--- config.mk ---
export PLATFORM = sky130hd
export DESIGN_NAME = adc_serial_reader
export DESIGN_NICKNAME = d
export VERILOG_FILES = /design/src/rtl/adc_pkg.sv /design/src/rtl/adc_shift_capture.sv /design/src/rtl/adc_serial_reader.sv
export SDC_FILE = /design/constraint.sdc
export NUM_CORES = 1
export LEC_CHECK = 0
export CAP_MARGIN = 20
export CORE_ASPECT_RATIO = 1.25
export CORE_MARGIN = 2
export CORE_UTILIZATION = 28
export CTS_CLUSTER_DIAMETER = 50
export DETAILED_ROUTE_END_ITERATION = 6
export GPL_TIMING_DRIVEN = 0
export PLACE_DENSITY_LB_ADDON = 0.25
export SYNTH_ARGS = -nofsm -noshare
export SYNTH_HDL_FRONTEND = slang
export SYNTH_SLANG_ARGS = --single-unit
export TNS_END_PERCENT = 10
--- constraint.sdc ---
create_clock -name clk_200kHz -period 1.8 [get_ports clk_200kHz]
set_input_delay 0.54 -clock clk_200kHz [delete_from_list [all_inputs] [get_ports clk_200kHz]]
set_output_delay 0.54 -clock clk_200kHz [all_outputs]
set_load 0.01 [all_outputs]
--- src/rtl/adc_pkg.sv ---
// Shared types, default parameters and frame-length helper for the ADC serial reader.
package adc_pkg;

    typedef enum logic [1:0] {
        IDLE,
        GAP,
        SHIFT
    } adcState_t;

    localparam int DEF_DATA_BITS  = 12;
    localparam int DEF_LEAD_ZEROS = 4;
    localparam int DEF_GAP_CYCLES = 2;

    function automatic int FRAME_LEN(input int dataBits, input int leadZeros);
        return dataBits + leadZeros;
    endfunction

endpackage

--- src/rtl/adc_shift_capture.sv ---
// Bit counter and MSB-first shift register for one ADC frame; strobes frame_done on the final bit.
module adc_shift_capture
    import adc_pkg::*;
#(
    parameter int DATA_BITS  = DEF_DATA_BITS,
    parameter int LEAD_ZEROS = DEF_LEAD_ZEROS
) (
    input  logic                 i_clk,
    input  logic                 i_rst_n,
    input  logic                 i_shift,
    input  logic                 i_sdata,
    output logic                 o_frame_done,
    output logic [DATA_BITS-1:0] o_word
);

    localparam int FRAME = FRAME_LEN(DATA_BITS, LEAD_ZEROS);
    localparam int CNT_W = $clog2(FRAME);

    logic [CNT_W-1:0]     r_bitCnt;
    logic [DATA_BITS-2:0] r_shift;
    logic                 w_last;
    logic                 w_keep;

    assign w_last = (r_bitCnt == CNT_W'(FRAME - 1));
    assign w_keep = (r_bitCnt >= CNT_W'(LEAD_ZEROS));

    // Counter restarts whenever shifting stops, so an aborted frame leaves no residue.
    always_ff @(posedge i_clk) begin
        if (!i_rst_n) begin
            r_bitCnt <= '0;
            r_shift  <= '0;
        end else if (i_shift) begin
            r_bitCnt <= w_last ? '0 : r_bitCnt + CNT_W'(1);
            if (w_keep) begin
                r_shift <= {r_shift[DATA_BITS-3:0], i_sdata};
            end
        end else begin
            r_bitCnt <= '0;
        end
    end

    // The final bit is still on the wire, so it is spliced in directly.
    assign o_frame_done = i_shift && w_last;
    assign o_word       = {r_shift, i_sdata};

endmodule

--- src/rtl/adc_serial_reader.sv ---
// Frames serial ADC conversions once the ADC is ready and hands results downstream via valid/ready.
module adc_serial_reader
    import adc_pkg::*;
#(
    parameter int DATA_BITS  = DEF_DATA_BITS,
    parameter int LEAD_ZEROS = DEF_LEAD_ZEROS,
    parameter int GAP_CYCLES = DEF_GAP_CYCLES
) (
    input  logic                 clk_200kHz,
    input  logic                 reset,
    input  logic                 ADC_ready,
    input  logic                 enable,
    input  logic                 adc_sdata,
    output logic                 adc_cs_n,
    output logic [DATA_BITS-1:0] sample,
    output logic                 sample_valid,
    input  logic                 sample_ready,
    output logic                 overrun,
    output logic [15:0]          frame_count
);

    localparam int GAP_W = 4;

    adcState_t            r_state;
    adcState_t            w_nextState;
    logic [GAP_W-1:0]     r_gapCnt;
    logic                 r_csN;
    logic                 w_csNNext;
    logic                 w_shift;
    logic                 w_frameDone;
    logic [DATA_BITS-1:0] w_word;
    logic [DATA_BITS-1:0] r_sample;
    logic                 r_valid;
    logic                 r_overrun;
    logic [15:0]          r_frameCount;

    assign w_shift = (r_state == SHIFT) && ADC_ready;

    adc_shift_capture #(
        .DATA_BITS  (DATA_BITS),
        .LEAD_ZEROS (LEAD_ZEROS)
    ) u_capture (
        .i_clk        (clk_200kHz),
        .i_rst_n      (reset),
        .i_shift      (w_shift),
        .i_sdata      (adc_sdata),
        .o_frame_done (w_frameDone),
        .o_word       (w_word)
    );

    // Gap counter restarts on every entry into GAP.
    always_ff @(posedge clk_200kHz) begin
        if (!reset) begin
            r_state  <= IDLE;
            r_gapCnt <= '0;
        end else begin
            r_state <= w_nextState;
            if (r_state == GAP && w_nextState == GAP) begin
                r_gapCnt <= r_gapCnt + GAP_W'(1);
            end else begin
                r_gapCnt <= '0;
            end
        end
    end

    always_comb begin
        w_nextState = r_state;
        unique case (r_state)
            IDLE: begin
                if (ADC_ready && enable) begin
                    w_nextState = GAP;
                end
            end
            GAP: begin
                if (!ADC_ready) begin
                    w_nextState = IDLE;
                end else if (r_gapCnt == GAP_W'(GAP_CYCLES - 1)) begin
                    w_nextState = SHIFT;
                end
            end
            SHIFT: begin
                if (!ADC_ready) begin
                    w_nextState = IDLE;
                end else if (w_frameDone) begin
                    w_nextState = enable ? GAP : IDLE;
                end
            end
            default: w_nextState = IDLE;
        endcase
    end

    // Chip-select is registered from the next state so it tracks SHIFT exactly.
    always_comb begin
        w_csNNext = (w_nextState != SHIFT);
    end

    always_ff @(posedge clk_200kHz) begin
        if (!reset) begin
            r_csN <= 1'b1;
        end else begin
            r_csN <= w_csNNext;
        end
    end

    // A completed frame overwrites only a consumed (or simultaneously accepted) sample.
    always_ff @(posedge clk_200kHz) begin
        if (!reset) begin
            r_sample     <= '0;
            r_valid      <= 1'b0;
            r_overrun    <= 1'b0;
            r_frameCount <= '0;
        end else begin
            if (w_frameDone) begin
                r_frameCount <= r_frameCount + 16'd1;
                if (!r_valid || sample_ready) begin
                    r_sample <= w_word;
                    r_valid  <= 1'b1;
                end else begin
                    r_overrun <= 1'b1;
                end
            end else if (r_valid && sample_ready) begin
                r_valid <= 1'b0;
            end
        end
    end

    assign adc_cs_n     = r_csN;
    assign sample       = r_sample;
    assign sample_valid = r_valid;
    assign overrun      = r_overrun;
    assign frame_count  = r_frameCount;

endmodule
# Yosys cells after proc, flatten, opt, wreduce, memory -nomap -nowiden
# Cells that the tools add are included.
[word_totals] out_inout_bits=31 wordCells=48 register_bits=52 in_bits=6
[op_classes] bitwise=3 n_reduce_logical=15 mux=10 n_lt_le_gt_ge=1 addsub=3 n_eq_ne=7
[ops] op="$add A16 B1 Y16 const B" count=1
[ops] op="$mux W2" count=5
[ops] op="$reduce_and A2 Y1" count=5
[ops] op="$add A4 B1 Y4 const B" count=2
[ops] op="$pmux W2 S3" count=1
[ops] op="$logic_and A1 B1 Y1" count=5
[ops] op="$eq A2 B1 Y1 const B" count=2
[ops] op="$eq A4 B1 Y1 const B" count=1
[ops] op="$eq A4 B4 Y1 const B" count=1
[ops] op="$ge A4 B3 Y1 const B" count=1
[ops] op="$mux W1" count=4
[ops] op="$ne A2 B2 Y1 const B" count=2
[ops] op="$not A1 Y1" count=3
[ops] op="$reduce_or A3 Y1" count=1
[ops] op="$eq A2 B2 Y1 const B" count=1
[ops] op="$logic_not A2 Y1" count=1
[ops] op="$reduce_bool A2 Y1" count=1
[ops] op="$logic_not A1 Y1" count=1
[ops] op="$logic_or A1 B1 Y1" count=1

# Logic depth before layout (Yosys ltp)
# Gate-level depths: netlist (run 1).
[depth] word_depth=9 depth_mapped=6

# Modules after synthesis
# A second synthesis (run 1) with hierarchy kept.
[hier_totals] hier_cells=244 hier_area_um2=2147.1
[by_module_without_submodules] module="adc_serial_reader" cells_each=177 instances=1 area_each_um2=1576.5
[by_module_without_submodules] module="adc_shift_capture" cells_each=67 instances=1 area_each_um2=570.5

# Worst setup path before layout (run 1)
# No wires, ideal clock.
[synth_path] path_kind="register to register" startpoint="register r_frameCount[0], in the netlist frame_count[0]" endpoint="register r_frameCount[10], in the netlist frame_count[10]" required_ns=1.730 arrival_time_ns=1.483 path_stages_with_launch=6 slack_ns=0.246 path_buffers=0 setup_time_ns=0.070 cell_sequence="dfxtp_1 -> ha_1 -> and4b_1 -> nand4_2 -> or3_1 -> a21oi_1"
[synth_between] elab_chain_len=1
[synth_lines] item="start, declared" line="adc_serial_reader.sv:35" text="logic [15:0] r_frameCount;"
[synth_lines] item="start signal, assigned" line="adc_serial_reader.sv:114" text="r_frameCount <= r_frameCount + 16'd1;"
[synth_lines] item="$add A16 B1 Y16" line="adc_serial_reader.sv:114"
# No other way between the ends.
# A chain may end at the register's enable or synchronous reset.

# Worst setup path in the final report (run 1)
[layout_path] startpoint="register r_frameCount[7], in the netlist frame_count[7]" endpoint="output frame_count[7]"
[layout_lines] item="end, declared" line="adc_serial_reader.sv:19" text="output logic [15:0] frame_count"
# No word-level cell between the ends.

==> impl_metrics.tcl, run 1 <==
set metrics [dict create \
    endpoint_kind "output port" \
    cts_max_level 2 \
    rsz0062_at_grt "no" \
    grt_pass1_wl_um 7270 \
    antenna_left 0 \
    crit_slowest_cell "clkdlybuf4s50_1" \
    dpl.hpwl_um 3150 \
    io_pins 37 \
    avgSynthCellArea_um2 9.01 \
    coreArea_mm2 0.00731 \
    wl_um 4360 \
    yosys_warnings 0 \
    route.detailed.drc 0 \
    grt-ovfl-total 0 \
    areaGrowthSynthToFinish_pct 30.1 \
    postCtsHoldBufs 0 \
    post-route-period-util_pct 98.1 \
    wl_per_cell_um 11.8 \
    cp.arrival_ns 1.23 \
    final_nets 287 \
    cpLargestDelayFamily "buffers and inverters" \
    netlist_instances 232 \
    viasPerCell 4.54 \
    vias 1679 \
    clkSlewWorstSetupHoldPaths_ns 0.09 \
    drv_cap 0 \
    synth_fp_nets 242 \
    hold_class "flop to flop" \
    antenna_found_initial 0 \
    grt_usage_pct 11.4 \
    outcome "complete, no violations" \
    rr_endpoint "frame_count[10]" \
    p_leak_nw 1.13 \
    powerDensity_mw_per_mm2 690 \
    slew_violations 0 \
    peakVddDrop_v 0.000282 \
    period_minus_slack_ns 1.77 \
    worstSetupEndpoint "frame_count[7]" \
    drive_gt1_share_pct 10.8 \
    drt_pass1_iterations 4 \
    final.setup.tns_ns 0 \
    r2r_cells 5 \
    worst_slack_ns 0.0339 \
    worstHoldPathCells 1 \
    clock_sinks 52 \
    r2r_start "frame_count[1]" \
    finalHoldViolations 0 \
    crit_fanout 3 \
    cp_num_cells 1 \
    dp_slack_ns -0.471 \
    yosysUniqueCellTypes 33 \
    clk_path_buf_depth 2 \
    port_buffers 36 \
    rrSetupSlack_ns 0.15 \
    core.rowCount 35 \
    worstMarginPinSlew_ns 0.524 \
    setup_viol 0 \
    start_kind "flop" \
    drt-initial-drc-count 86 \
    cts_root_buf "clkbuf_8" \
    die_w_um 81.3 \
    diodes 0 \
    crit_type "flop to output port" \
    startpoint "frame_count[7]" \
    initial_core_util_pct 28.6 \
    grt_start_max_net_pins 18 \
    path_cells "clkdlybuf4s50_1" \
    clock-skew-final_ns 0.0104 \
    max_freq_mhz 566 \
    die-area_mm2 0.00817 \
    synth_area_mm2 0.00209 \
    die_h_um 101 \
    cts_made_buffers 5 \
    globalplace.congestion 0.755 \
    relSlewSlack_pct 65.1 \
    ys_ff_latch 52 \
    ys_seq_area_share_pct 49.8 \
    cts_tree "built" \
    grt_pass1_vias 1573 \
    worst_path_largest_cell_delay_ns 0.55 \
    worstSkewPairLatency_ns 0.31 \
    critical_path_buf_inv_count 1 \
    worstPathRequired_ns 1.26 \
]
## cell families (layout without fill, tap and decap cells)
family	after synthesis	after routing	share of synthesized area, %
fa+ha+maj	4	4	2.40
simple gates	105	105	25.7
buf+inv	15	61	3.65
flops	52	52	49.8
xor+xnor	11	11	4.61
compound gates	33	33	8.08
mux	12	12	5.75
## sequential cells by signal, summed over array words and instances, names as in the netlist
| register | count |
|---|---|
| sample_valid | 1 |
| frame_count | 16 |
| r_state | 2 |
| u_capture.r_bitCnt | 4 |
| overrun | 1 |
| r_gapCnt | 4 |
| adc_cs_n | 1 |
| sample | 12 |
| u_capture.r_shift | 11 |
## power by group
| part | switching [mW] | internal [mW] |
|---|---|---|
| clock network | 0.405 | 0.277 |
| registers | 0.000991 | 1.15 |
| logic | 0.0270 | 0.0164 |
## per-layer routing
metal | part of all wire [%] | up-vias | track usage, %
met3 | 3.8 | 6 | 2.60
met1 | 47 | 755 | 14.8
met5 | 0 | - | 0
li1 | - | 887 | -
met4 | 1.4 | 0 | 4.30
met2 | 47 | 31 | 18.3
## layout make-up
class	instances	area, um^2
fillers	726	4600
flip-flops and latches	52	1050
multi-input cells	165	978
repair buffers	38	403
well taps	92	115
clock buffers	5	68.8
plain buffers	9	53.8
inverters	6	22.5
clock inverters	3	21.3
## worst min path at each step
stage	start	end	slack, ns
finish	u_capture.r_bitCnt[0]	u_capture.r_bitCnt[0]	0.45
CTS	u_capture.r_bitCnt[0]	u_capture.r_bitCnt[0]	0.45
detailed placement	u_capture.r_bitCnt[0]	u_capture.r_bitCnt[0]	0.44
global placement	u_capture.r_bitCnt[0]	u_capture.r_bitCnt[0]	0.43
floorplan	u_capture.r_bitCnt[0]	u_capture.r_bitCnt[0]	0.42
global route	u_capture.r_bitCnt[0]	u_capture.r_bitCnt[0]	0.48
## Yosys cell counts
cell type	instances	area, um^2
a21oi_1	22	110
a31o_2	1	8.76
and2_1	1	6.26
and3_1	1	6.26
and3b_1	1	8.76
and4_1	3	26.3
and4b_1	2	20.0
buf_2	1	5.00
buf_4	1	7.51
buf_6	2	22.5
clkbuf_1	5	18.8
dfxtp_1	52	1040
ha_1	4	50.1
inv_1	6	22.5
mux2i_1	12	120
nand2_1	30	113
nand3_1	10	50.1
nand3b_1	2	15.0
nand3b_2	1	11.3
nand4_1	4	25.0
nand4_2	2	25.0
nor2_1	34	128
nor2b_1	2	12.5
nor3_1	1	5.00
nor3_4	1	16.3
nor3b_1	1	7.51
nor4_1	1	6.26
o21ai_0	10	50.1
or3_1	6	37.5
or4_1	1	7.51
or4b_1	1	10.0
xnor2_1	5	43.8
xor2_1	6	52.6
## per-stage QoR
stage	util, %	power (mW)	hold slack [ns]	instance area, um^2	std cells
4_1_cts	36.5	1.90	0.450	2670	368
6_report	37.2	1.88	0.447	2720	370
5_1_grt	37.2	1.94	0.477	2720	370
3_5_place_dp	35.1	1.22	0.437	2560	360
2_1_floorplan	-	1.20	0.418	2090	232
3_3_place_gp	35.1	1.22	0.431	2560	360
## cells in the final DEF, fill, tap and decap left out, types with 4 or more instances in the layout
cell / instances
a21oi_1: 22
clkbuf_1: 5
clkbuf_8: 5
clkdlybuf4s50_1: 22
dfxtp_1: 43
dfxtp_2: 8
dlymetal6s2s_1: 12
ha_1: 4
inv_1: 6
mux2i_1: 12
nand2_1: 30
nand3_1: 9
nand4_1: 4
nor2_1: 34
o21ai_0: 10
or3_1: 6
xnor2_1: 5
xor2_1: 6
## timing repair
action / in CTS / in global routing
gates resized for setup: 12 / 14
pin swaps: 1 / 1
hold endpoints to repair: 0 / 0
setup buffers: 0 / 2
endpoints found under the setup margin: 37 / 22
Note: power is estimated with default switching activity, not from simulation.
==> inputs of run 2 (changes only) <==
Settings changed: PLACE_DENSITY set to 0.48, PLACE_DENSITY_LB_ADDON 0.25 to not set.
==> run 2 against run 1 <==
Final area up 0.60%. Critical path type unchanged. Highest routed layer unchanged. Register-to-register slack about the same. Utilization up 0.22 points. Critical endpoint is now frame_count[9]. Flip-flop and latch count unchanged. Cell count down 0.54%.
==> impl_metrics.tcl, run 2 (synthesized netlist as in run 1, its figures left out) <==
set metrics [dict create \
    rsz0062_at_grt "yes" \
    clock_sinks 52 \
    diodes 0 \
    hold_start "u_capture.r_bitCnt[0]" \
    cp.arrival_ns 1.21 \
    p_leak_nw 1.11 \
    start_kind "flop" \
    hold_end "u_capture.r_bitCnt[0]" \
    worst_path_largest_cell_delay_ns 0.54 \
    die_h_um 101 \
    crit_slowest_cell "clkdlybuf4s50_1" \
    core.rowCount 35 \
    hold_class "flop to flop" \
    wl_per_cell_um 12.1 \
    route.detailed.drc 0 \
    r2r_cells 5 \
    cts_max_level 2 \
    die_w_um 81.3 \
    final_cell_mix "dfxtp_1 (40), nor2_1 (34), nand2_1 (30)" \
    rrSetupSlack_ns 0.15 \
    worstSkewPairLatency_ns 0.30 \
    post-route-period-util_pct 97.3 \
    vias 1680 \
    outcome "complete, no violations" \
    post-cts-setup-buffers 0 \
    r2r_start "u_capture.r_bitCnt[0]" \
    powerDensity_mw_per_mm2 733 \
    largest_register_ffs 16 \
    relSlewSlack_pct 61.8 \
    dp_slack_ns -0.482 \
    worstPathRequired_ns 1.26 \
    mostFrequentLayoutCell "dfxtp_1" \
    areaGrowthSynthToFinish_pct 30.8 \
    die-area_mm2 0.00817 \
    drive_gt1_share_pct 11.2 \
    grt_pass1_vias 1574 \
    setup_viol 0 \
    period_minus_slack_ns 1.75 \
    viasPerCell 4.57 \
    dpl.hpwl_um 3180 \
    final_nets 285 \
    max_freq_mhz 571 \
    cts_tree "built" \
    slew_violations 0 \
    wl_um 4470 \
    worstMarginPinSlew_ns 0.574 \
    clkSlewWorstSetupHoldPaths_ns 0.09 \
    cts_made_buffers 5 \
    antenna_found_initial 0 \
    cts_root_buf "clkbuf_8" \
    power_mw 2.00 \
    port_buffers 36 \
    globalplace.congestion 0.752 \
    worst_slack_ns 0.0479 \
    io_pins 37 \
    crit_fanout 6 \
    crit_type "flop to output port" \
    rr_endpoint "frame_count[12]" \
    cpLargestDelayFamily "buffers and inverters" \
    grt_start_max_net_pins 17 \
    initial_core_util_pct 28.6 \
    drv_cap 0 \
    worstHoldPathCells 1 \
    antenna_left 0 \
    grt-ovfl-total 0 \
    endpoint_kind "output port" \
    drt_pass1_iterations 4 \
    grt_usage_pct 11.7 \
    grt_pass1_wl_um 7440 \
    path_cells "clkdlybuf4s50_1" \
    startpoint "frame_count[9]" \
    critical_path_buf_inv_count 1 \
    drt-initial-drc-count 65 \
    coreArea_mm2 0.00731 \
    finalHoldViolations 0 \
    clk_path_buf_depth 2 \
    fin_util_pct 37.4 \
    peakVddDrop_v 0.000384 \
    clock-skew-final_ns 0.00415 \
]
-- run 2: repair_timing --
item	4_1_cts	5_1_grt
hold buffers	0	0
gates cloned	0	0
resized for setup	12	16
pin swaps	1	1
endpoints found under the setup margin	37	27
-- run 2: cell type report --
class	instances	area, um^2
multi-input combinational	165	988
fill	759	4580
clock inverter	2	38.8
inverter	6	22.5
buffer	9	53.8
timing repair buffer	36	387
sequential	52	1060
clock buffer	6	72.6
tap	92	115
-- run 2: report_power, final --
part | total [mW] | internal, mW | switching [mW]
Clock | 0.808 | 0.421 | 0.388
Combinational | 0.0446 | 0.0164 | 0.0282
Sequential | 1.15 | 1.15 | 0.00102
Total | 2.00 | 1.59 | 0.417
-- run 2: worst max path at each step --
stage | to | slack (ns) | cells past startpoint
after CTS | frame_count[0] | -0.008 | 1
after floorplan | frame_count[10] | 0.25 | 5
final | frame_count[9] | 0.05 | 1
after detailed placement | sample[11] | -0.48 | 6
after global placement | sample[0] | -0.48 | 6
after global routing | sample[10] | -0.006 | 6
-- run 2: stage by stage --
stage	hold slack, ns	setup TNS, ns	std cells	instance area (um^2)
6_report	0.460	0	368	2730
5_1_grt	0.493	-0.00570	368	2730
4_1_cts	0.458	-0.00825	368	2690
3_5_place_dp	0.437	-14.69	360	2560
3_3_place_gp	0.434	-14.45	360	2560
2_1_floorplan	0.418	0	232	2090
-- run 2: routing by layer --
layer / global-route usage, % / vias to the layer above / share of wire, %
met4: 3.91 / 0 / 0.60
li1: - / 877 / -
met5: 0 / - / 0
met1: 16.3 / 774 / 50
met3: 2.51 / 4 / 2.8
met2: 17.8 / 25 / 47
